**src/rtl/xadc_pkg.sv**
```systemverilog
// Shared types and widths for the XADC DRP sampling path.
package xadc_pkg;

    typedef enum logic [1:0] {
        IDLE = 2'd0,
        REQ  = 2'd1,
        WAIT = 2'd2,
        FILT = 2'd3
    } xs_state_t;

    localparam int XADC_RES_W = 12;
    localparam int XADC_X_W   = 8;

    // Magnitude of (a - b), computed as a 9-bit signed difference so that
    // no 8-bit operand pair can wrap.
    function automatic logic [8:0] abs_diff9(input logic [7:0] a, input logic [7:0] b);
        logic signed [8:0] diff;
        diff = $signed({1'b0, a}) - $signed({1'b0, b});
        abs_diff9 = diff[8] ? (~diff + 9'd1) : diff;
    endfunction

endpackage

```
**src/rtl/xadc_avg_hyst.sv**
```systemverilog
// Block averager with hysteresis: accumulates one 12-bit sample per
// sample_stb and, on filt_stb, turns the block average into the 8-bit output.
module xadc_avg_hyst
    import xadc_pkg::*;
#(
    parameter int AVG_LOG2 = 3,
    parameter int HYST     = 2
) (
    input  logic                  clk,
    input  logic                  reset,
    input  logic                  sample_stb,
    input  logic [XADC_RES_W-1:0] sample,
    input  logic                  filt_stb,
    output logic                  block_last,
    output logic [XADC_X_W-1:0]   xadc_x,
    output logic                  xadc_x_valid
);

    localparam int ACC_W = XADC_RES_W + AVG_LOG2;
    // A zero-width counter is not legal, so AVG_LOG2=0 keeps a dummy bit.
    localparam int CNT_W = (AVG_LOG2 > 0) ? AVG_LOG2 : 1;
    localparam logic [CNT_W-1:0] CNT_LAST = CNT_W'((1 << AVG_LOG2) - 1);

    logic [ACC_W-1:0]      acc;
    logic [CNT_W-1:0]      cnt;
    logic                  have_out;
    logic [ACC_W-1:0]      acc_sh;
    logic [XADC_RES_W-1:0] avg;
    logic [XADC_X_W-1:0]   cand;
    logic                  do_update;

    // With one sample per block, every sample closes the block.
    assign block_last = (AVG_LOG2 == 0) ? 1'b1 : (cnt == CNT_LAST);

    // Block average, candidate output and the hysteresis decision.
    always_comb begin
        acc_sh    = acc >> AVG_LOG2;
        avg       = acc_sh[XADC_RES_W-1:0];
        cand      = avg[XADC_RES_W-1:XADC_RES_W-XADC_X_W];
        do_update = !have_out || (abs_diff9(cand, xadc_x) >= 9'(HYST));
    end

    // Accumulate samples; on filter, maybe update the output and start a new block.
    always_ff @(posedge clk or posedge reset) begin
        if (reset) begin
            acc          <= '0;
            cnt          <= '0;
            have_out     <= 1'b0;
            xadc_x       <= '0;
            xadc_x_valid <= 1'b0;
        end else begin
            xadc_x_valid <= 1'b0;
            if (filt_stb) begin
                acc <= '0;
                cnt <= '0;
                if (do_update) begin
                    xadc_x       <= cand;
                    xadc_x_valid <= 1'b1;
                    have_out     <= 1'b1;
                end
            end else if (sample_stb) begin
                acc <= acc + ACC_W'(sample);
                cnt <= cnt + 1'b1;
            end
        end
    end

endmodule

```
**src/rtl/xadc_sampler.sv**
```systemverilog
// DRP read sequencer for the XADC: one single-cycle den per end-of-conversion,
// bounded wait for drdy, then hand the 12-bit result to the averager.
// Handshake: den_out is a one-cycle request; the first drdy_in seen while in
// WAIT completes it; eoc_in outside IDLE and drdy_in outside WAIT are dropped.
module xadc_sampler
    import xadc_pkg::*;
#(
    parameter logic [6:0] CHANNEL_ADDR = 7'h1f,
    parameter int         AVG_LOG2     = 3,
    parameter int         HYST         = 2,
    parameter int         TIMEOUT      = 255
) (
    input  logic                clk,
    input  logic                reset,
    input  logic                eoc_in,
    input  logic                drdy_in,
    input  logic [15:0]         do_in,
    output logic                den_out,
    output logic [6:0]          daddr_out,
    output logic [XADC_X_W-1:0] xadc_x,
    output logic                xadc_x_valid,
    output logic                rd_timeout,
    output xs_state_t           state_dbg
);

    localparam int WAIT_W = (TIMEOUT < 1) ? 1 : $clog2(TIMEOUT + 1);

    xs_state_t         state;
    xs_state_t         next_state;
    logic [WAIT_W-1:0] wait_cnt;
    logic              sample_stb;
    logic              filt_stb;
    logic              timeout_hit;
    logic              block_last;

    assign daddr_out = CHANNEL_ADDR;
    assign state_dbg = state;

    // Next-state and per-cycle strobes.
    always_comb begin
        next_state  = state;
        sample_stb  = 1'b0;
        filt_stb    = 1'b0;
        timeout_hit = 1'b0;
        case (state)
            IDLE: begin
                if (eoc_in) next_state = REQ;
            end
            REQ: begin
                next_state = WAIT;
            end
            WAIT: begin
                if (drdy_in) begin
                    sample_stb = 1'b1;
                    next_state = block_last ? FILT : IDLE;
                end else if (wait_cnt == WAIT_W'(TIMEOUT)) begin
                    timeout_hit = 1'b1;
                    next_state  = IDLE;
                end
            end
            FILT: begin
                filt_stb   = 1'b1;
                next_state = IDLE;
            end
            default: next_state = IDLE;
        endcase
    end

    // State register.
    always_ff @(posedge clk or posedge reset) begin
        if (reset) state <= IDLE;
        else       state <= next_state;
    end

    // Wait counter: zero in the REQ cycle, so drdy is accepted up to TIMEOUT cycles after den.
    always_ff @(posedge clk or posedge reset) begin
        if (reset)                               wait_cnt <= '0;
        else if (state == IDLE)                  wait_cnt <= '0;
        else if (state == REQ || state == WAIT)  wait_cnt <= wait_cnt + 1'b1;
    end

    // Registered DRP enable and timeout pulse.
    always_ff @(posedge clk or posedge reset) begin
        if (reset) begin
            den_out    <= 1'b0;
            rd_timeout <= 1'b0;
        end else begin
            den_out    <= (next_state == REQ);
            rd_timeout <= timeout_hit;
        end
    end

    xadc_avg_hyst #(
        .AVG_LOG2 (AVG_LOG2),
        .HYST     (HYST)
    ) u_avg_hyst (
        .clk          (clk),
        .reset        (reset),
        .sample_stb   (sample_stb),
        .sample       (do_in[15:4]),
        .filt_stb     (filt_stb),
        .block_last   (block_last),
        .xadc_x       (xadc_x),
        .xadc_x_valid (xadc_x_valid)
    );

endmodule

```
**config.mk**
```make
export PLATFORM = sky130hd
export DESIGN_NAME = xadc_sampler
export DESIGN_NICKNAME = d
export VERILOG_FILES = /design/src/rtl/xadc_pkg.sv /design/src/rtl/xadc_avg_hyst.sv /design/src/rtl/xadc_sampler.sv
export SDC_FILE = /design/constraint.sdc
export NUM_CORES = 1
export LEC_CHECK = 0
export ABC_AREA = 1
export BUFFER_PORTS_ARGS = -buffer_cell sky130_fd_sc_hd__buf_2
export CAP_MARGIN = 20
export CELL_PAD_IN_SITES_DETAIL_PLACEMENT = 1
export CELL_PAD_IN_SITES_GLOBAL_PLACEMENT = 1
export CORE_ASPECT_RATIO = 0.6
export CORE_MARGIN = 1.5
export CORE_UTILIZATION = 42
export CTS_CLUSTER_DIAMETER = 120
export CTS_CLUSTER_SIZE = 25
export DETAILED_ROUTE_END_ITERATION = 10
export GPL_TIMING_DRIVEN = 0
export HOLD_SLACK_MARGIN = 0.08
export PLACE_DENSITY_LB_ADDON = 0.1
export SLEW_MARGIN = 0
export SYNTH_ARGS = -nofsm -noshare
export SYNTH_HDL_FRONTEND = slang
export SYNTH_SLANG_ARGS = --single-unit
```
**constraint.sdc**
```tcl
create_clock -name clk -period 3 [get_ports clk]
set_clock_uncertainty 0.1 [all_clocks]
set_input_delay 0.15 -clock clk [delete_from_list [all_inputs] [get_ports clk]]
set_output_delay 0.15 -clock clk [all_outputs]
set_load 0.005 [all_outputs]
```
# Word level (Yosys, flattened, before mapping)
# Cells that the tools add are included.
[classes]
addsub = 5
mul = 0
div = 0
n_lt_le_gt_ge = 1
n_eq_ne = 6
n_shift = 0
mux = 20
n_bitwise = 1
n_reduce_logical = 7
[ops]
columns = ["cell", "count"]
rows = [
  ["15-bit two-way mux", 2],
  ["8-bit two-way mux", 2],
  ["15-bit by 12-bit adder with 15-bit output", 1],
  ["9-bit by 1-bit adder with 9-bit output (second input constant)", 1],
  ["9-bit by 2-bit greater-or-equal comparator with 1-bit output (second input constant)", 1],
  ["9-bit two-way mux", 1],
  ["9-bit inverter", 1],
  ["8-bit by 8-bit subtractor with 9-bit output", 1],
  ["8-bit by 1-bit adder with 8-bit output (second input constant)", 1],
  ["8-bit equality test (second input constant)", 1],
  ["1-bit two-way mux", 8],
  ["2-bit two-way mux", 4],
  ["2-bit one-hot mux with 4 select lines", 1],
  ["3-bit two-way mux", 2],
  ["2-bit by 1-bit equality test with 1-bit output (second input constant)", 2],
  ["2-bit equality test (second input constant)", 2],
  ["2-bit nonzero test", 2],
  ["3-bit by 1-bit adder with 3-bit output (second input constant)", 1],
  ["3-bit equality test (second input constant)", 1],
  ["2-bit zero test", 1],
  ["1-bit logical OR", 2],
  ["2-bit AND reduction", 1],
  ["1-bit zero test", 1],
]
[totals]
register_bits = 40
latch_bits = 0
mem_bits_rw = 0
romBits = 0
inputBits = 20
out_inout_bits = 20
elab_cells = 49
mem_count = 0

# Longest topological paths before layout
[depth]
word_depth = 8
mapped_depth = 19
mapped_depth_nobuf = 19

# By module
# A second synthesis with hierarchy kept.
[hier_totals]
hier_cells = 416
hier_area_um2 = 3029.2
[modules_own_cells]
columns = ["module", "instances", "cells_each", "area_each_um2", "seq_area_each_um2"]
rows = [
  ["xadc_avg_hyst", 1, 329, 2322.2, 700.7],
  ["xadc_sampler", 1, 87, 706.9, 300.3],
]

# Worst setup path after synthesis
# No wires, ideal clock.
[synth_path]
path_type = "reg2reg"
startpoint = "reg u_avg_hyst.xadc_x[0]"
endpoint = "reg u_avg_hyst.xadc_x[5]"
setup_ns = 0.065
t_arrival_ns = 2.330
path_slack_ns = 0.505
path_stages_with_launch = 18
n_path_buf = 0
synth_period_minus_slack_ns = 2.495
cell_sequence = "dfrtp_1 -> ha_1 -> inv_1 -> fa_1 -> inv_1 -> ha_1 -> inv_1 -> nor2_1 -> nand3_2 -> nor2_1 -> nand2_1 -> nand3_1 -> nand3_1 -> nor2_2 -> nand3_4 -> nand2_4 -> nand2_1 -> nand2_1"
[synth_via]
elab_chain_len = 7
[synth_lines]
columns = ["item", "line_no", "rtl"]
rows = [
  ["start, declared", "xadc_avg_hyst.sv:15", "output logic [XADC_X_W-1:0] xadc_x,"],
  ["start signal, assigned", "xadc_avg_hyst.sv:57", "xadc_x <= cand;"],
  ["8-bit by 8-bit subtractor with 9-bit output *", "xadc_pkg.sv:18", "diff = $signed({1'b0, a}) - $signed({1'b0, b});"],
  ["9-bit inverter", "xadc_pkg.sv:19", "abs_diff9 = diff[8] ? (~diff + 9'd1) : diff;"],
  ["9-bit by 1-bit adder with 9-bit output", "xadc_pkg.sv:19", ""],
  ["9-bit two-way mux *", "xadc_pkg.sv:19", ""],
  ["9-bit by 2-bit greater-or-equal comparator with 1-bit output *", "xadc_avg_hyst.sv:40", "do_update = !have_out || (abs_diff9(cand, xadc_x) >= 9'(HYST));"],
  ["1-bit logical OR *", "xadc_avg_hyst.sv:40", ""],
  ["2-bit AND reduction (no source line) *", "-", ""],
]
# Mark *: on every way between the ends. The rest lies on a longest branch, timed or not.
# A chain may end at the register's enable or synchronous reset.

# Final worst setup path
[layout_path]
startpoint = "reg u_avg_hyst.acc[7]"
endpoint = "reg u_avg_hyst.xadc_x[2]"
[layout_via]
elab_chain_len = 7
[layout_lines]
columns = ["item", "line_no", "rtl"]
rows = [
  ["start, declared", "xadc_avg_hyst.sv:24", "logic [ACC_W-1:0] acc;"],
  ["start signal, assigned", "xadc_avg_hyst.sv:62", "acc <= acc + ACC_W'(sample);"],
  ["8-bit by 8-bit subtractor with 9-bit output *", "xadc_pkg.sv:18", ""],
  ["9-bit inverter", "xadc_pkg.sv:19", ""],
  ["9-bit by 1-bit adder with 9-bit output", "xadc_pkg.sv:19", ""],
  ["9-bit two-way mux *", "xadc_pkg.sv:19", ""],
  ["9-bit by 2-bit greater-or-equal comparator with 1-bit output *", "xadc_avg_hyst.sv:40", ""],
  ["1-bit logical OR *", "xadc_avg_hyst.sv:40", ""],
  ["2-bit AND reduction (no source line) *", "-", ""],
]
# Marks and branches as above.

==> results.py <==
metrics = {
    "placement": {
        "postPlaceCellArea_um2": 3190,
        "gp_congestion": 0.801,
        "hpwl_mm": 6.33,
        "numPortBuffers": 28,
    },
    "status": {
        "status": "completed",
    },
    "finish": {
        "drive_above_1_share": 0.188,
        "area_growth_pct": 18.8,
        "fin_nets": 494,
        "final_cell_area_um2": 3470,
        "num_antenna_cells": 0,
    },
    "floorplan": {
        "std_cell_rows": 23,
        "core_um2": 6710,
        "dieHeight_um": 67.6,
        "pin_count": 40,
        "start_util": 0.436,
        "dieWidth_um": 111,
        "die-area_um2": 7490,
    },
    "yosys": {
        "async_reset_ff_frac": 1.00,
        "synth_top_area_cell": "dfrtp_1",
        "synthMuxAreaShare": 0,
        "synth_compound_area_frac": 0.123,
        "synth-xor-area-share": 0.0120,
        "synth_commonest_cells": "nand2_1, inv_1, dfrtp_1",
        "avgSynthCellArea_um2": 7.31,
        "mappedNetlistArea_um2": 2920,
        "yosysWarnings": 0,
        "ys_types": 38,
        "netlist_top_cells_area": "dfrtp_1, nand2_1, ha_1",
        "synth_top_family_by_area": "simple AND/OR/NAND/NOR gates",
        "synth-edff-count": 0,
        "synth-simple-area-share": 0.306,
        "synth_cells": 400,
        "synthAdderAreaFrac": 0.116,
        "synth.most_common_cell": "nand2_1",
        "ys.flop_type": "dfrtp_1",
        "yosys.area.top_type_share": 0.342,
        "synth_seq_cells": 40,
        "yosysSeqAreaShare": 0.342,
    },
    "timing": {
        "slew_violations": 0,
        "final.min_clock_period_ns": 2.87,
        "worst_slew_pin_slew_ns": 0.892,
        "max_freq_ghz": 0.349,
        "finalHoldViolations": 0,
        "report.final.setup_viol": 0,
        "min_period_over_period": 0.955,
        "slew_headroom": 0.404,
    },
    "cts": {
        "cts_tree": "yes",
        "clkTransAtPathRegs_ns": 0.06,
        "clock_latency_ns": 0.29,
        "htreeDepth": 2,
        "cts_root_buffer": "clkbuf_16",
        "cts.sinks": 40,
        "clk_path_buf_depth": 2,
        "cts-buffers-inserted": 5,
    },
    "critical_path": {
        "critPathBufInv": 4,
        "path_max_fanout": 8,
        "worstPathCellList": "inv_1 > ha_2 > inv_2 > fa_2 > nand2_1 > nand2_2 > nand2_2 > nor2_2 > nor2_2 > buf_6 > buf_4 > nand2_1 > nand2_1 > nand3_2 > nor2_4 > nand3_4 > nand2_4 > nand2_1 > nand2_1",
        "crit_cells": 19,
        "critPathMaxStageDelay_ns": 0.40,
        "worstSetupEndpointType": "flip-flop",
        "cpLargestDelayFamily": "simple AND/OR/NAND/NOR gates",
        "r2r-end": "u_avg_hyst.xadc_x[2]",
        "criticalPathCategory": "flip-flop to flip-flop",
        "crit_slowest_cell": "dfrtp_1",
        "crit_top_cell": "nand2_1",
        "r2r_cells": 19,
        "worst_ep_required_time_ns": 3.12,
        "start_kind": "flip-flop",
        "reg2reg_setup_slack_ns": 0.13,
        "cp_data_arrival_time_ns": 2.99,
        "worstReg2RegStart": "u_avg_hyst.acc[7]",
    },
    "global_route": {
        "grt_pass1_vias": 2784,
        "grtUsageMet2": 0.369,
        "grt_pass1_wl_mm": 13.8,
        "grt.busiest_layer": "met2",
        "grt_util_met1": 0.334,
        "overflow": 0,
        "grt_antenna_before_repair": 0,
        "gr-usage-met3": 0.0422,
        "gr-usage-all-layers": 0.232,
        "grt_max_degree": 41,
    },
    "routing": {
        "finalWirelength_mm": 8.46,
        "drt_iter0_markers": 112,
        "via_per_inst": 5.24,
        "vias": 2802,
        "dr.pass1.iters": 4,
        "ant_nets": 0,
        "route.detailed.drc": 0,
        "routedWlPerCell_um": 15.8,
    },
    "run": {
        "cap_violations": 0,
    },
    "worst_hold_path": {
        "hold_depth": 4,
        "hold_start": "drdy_in",
        "hold_path_class": "primary input to flip-flop",
        "whs_endpoint": "rd_timeout",
    },
}
## worst max-delay path by stage
stage	slack, ns	end	from
6_report	0.13	u_avg_hyst.xadc_x[2]	u_avg_hyst.acc[7]
5_1_grt	-0.01	u_avg_hyst.xadc_x[1]	u_avg_hyst.acc[7]
4_1_cts	0.02	u_avg_hyst.xadc_x[0]	u_avg_hyst.acc[7]
3_5_place_dp	0.04	u_avg_hyst.xadc_x[0]	u_avg_hyst.acc[7]
3_3_place_gp	0.07	u_avg_hyst.xadc_x[0]	u_avg_hyst.acc[7]
2_1_floorplan	0.50	u_avg_hyst.xadc_x[5]	u_avg_hyst.xadc_x[0]
## layer usage
layer / routed length (um) / vias to the layer above
met1: 4430 / 1364
met3: 304 / 4
li1: - / 1393
met5: 0 / -
met2: 3680 / 41
met4: 44 / 0
## sequential cells by signal, indices dropped and copies added (netlist names)
signal / flops
u_avg_hyst.acc: 15
u_avg_hyst.xadc_x: 8
wait_cnt: 8
u_avg_hyst.cnt: 3
state_dbg: 2
den_out: 1
rd_timeout: 1
u_avg_hyst.have_out: 1
u_avg_hyst.xadc_x_valid: 1
## logic make-up after synthesis
kind of cell,count (synthesis)
XOR/XNOR,4
buffers and inverters,65
other,2
flip-flops,40
AND/OR/NAND/NOR,200
AO/OA/AOI/OAI,63
adder cells (fa/ha/maj),26
## area by class of cell
| cell class | instances | area (um^2) |
|---|---|---|
| clock inverters | 2 | 12.5 |
| inverters | 54 | 203 |
| plain buffers | 11 | 82.6 |
| flip-flops and latches | 40 | 1000 |
| multi-input cells | 302 | 1750 |
| repair buffers | 34 | 190 |
| clock buffers | 5 | 125 |
| fillers | 881 | 3230 |
| well taps | 87 | 109 |
## per-stage QoR
stage               hold slack [ns]  setup WS (ns)  TNS (ns)  instances  utilization
floorplan                     0.179          0.505         0        405            -
global placement              0.289         0.0736         0        520        0.476
detailed placement            0.292         0.0386         0        520        0.476
CTS                           0.112         0.0168         0        529        0.501
global route                  0.130       -0.00973   -0.0208        535        0.518
finish                        0.112          0.134         0        535        0.518
## repair_timing
action / 4_1_cts / 5_1_grt
endpoints found under the setup margin: 1 / 9
hold buffers: 2 / 0
cloned: 0 / 2
gates resized for setup: 1 / 18
hold endpoints to repair: 42 / 0
pin swaps: 0 / 12
setup buffers: 0 / 4
## cell usage in the layout (no fill, tap or decap), types with 2 or more instances in the layout
cell type      netlist  routed
buf_2                0      28
dlygate4sd3_1        0       2
ha_1                24      22
o21ai_0             22      22
conb_1               2       7
nor2_1              26      23
nand2_1            114     113
inv_2                0       4
clkbuf_1             2       2
clkbuf_16            0       5
a22o_1               4       4
a21oi_1             26      25
buf_4                7      11
inv_1               53      49
xor2_1               3       3
nor4_1               2       2
a21oi_2              2       2
nand2_2              6       7
nor2_2               5       6
nand3_1             28      25
buf_6                2       2
a21o_1               2       2
nand3_2              2       6
nor2_4               0       2
nand3b_1             4       4
dfrtp_1             40      40
nand4_1              6       6
nor3_1               2       2
## tightest hold or removal path, delay by kind of cell
family,cells,cell delay [ns]
buf+inv,2,0.13
simple gates,2,0.17
Power is left out: the tool's default activity adds up to more than one toggle a clock period on the data nets, which glitch-free logic cannot reach.
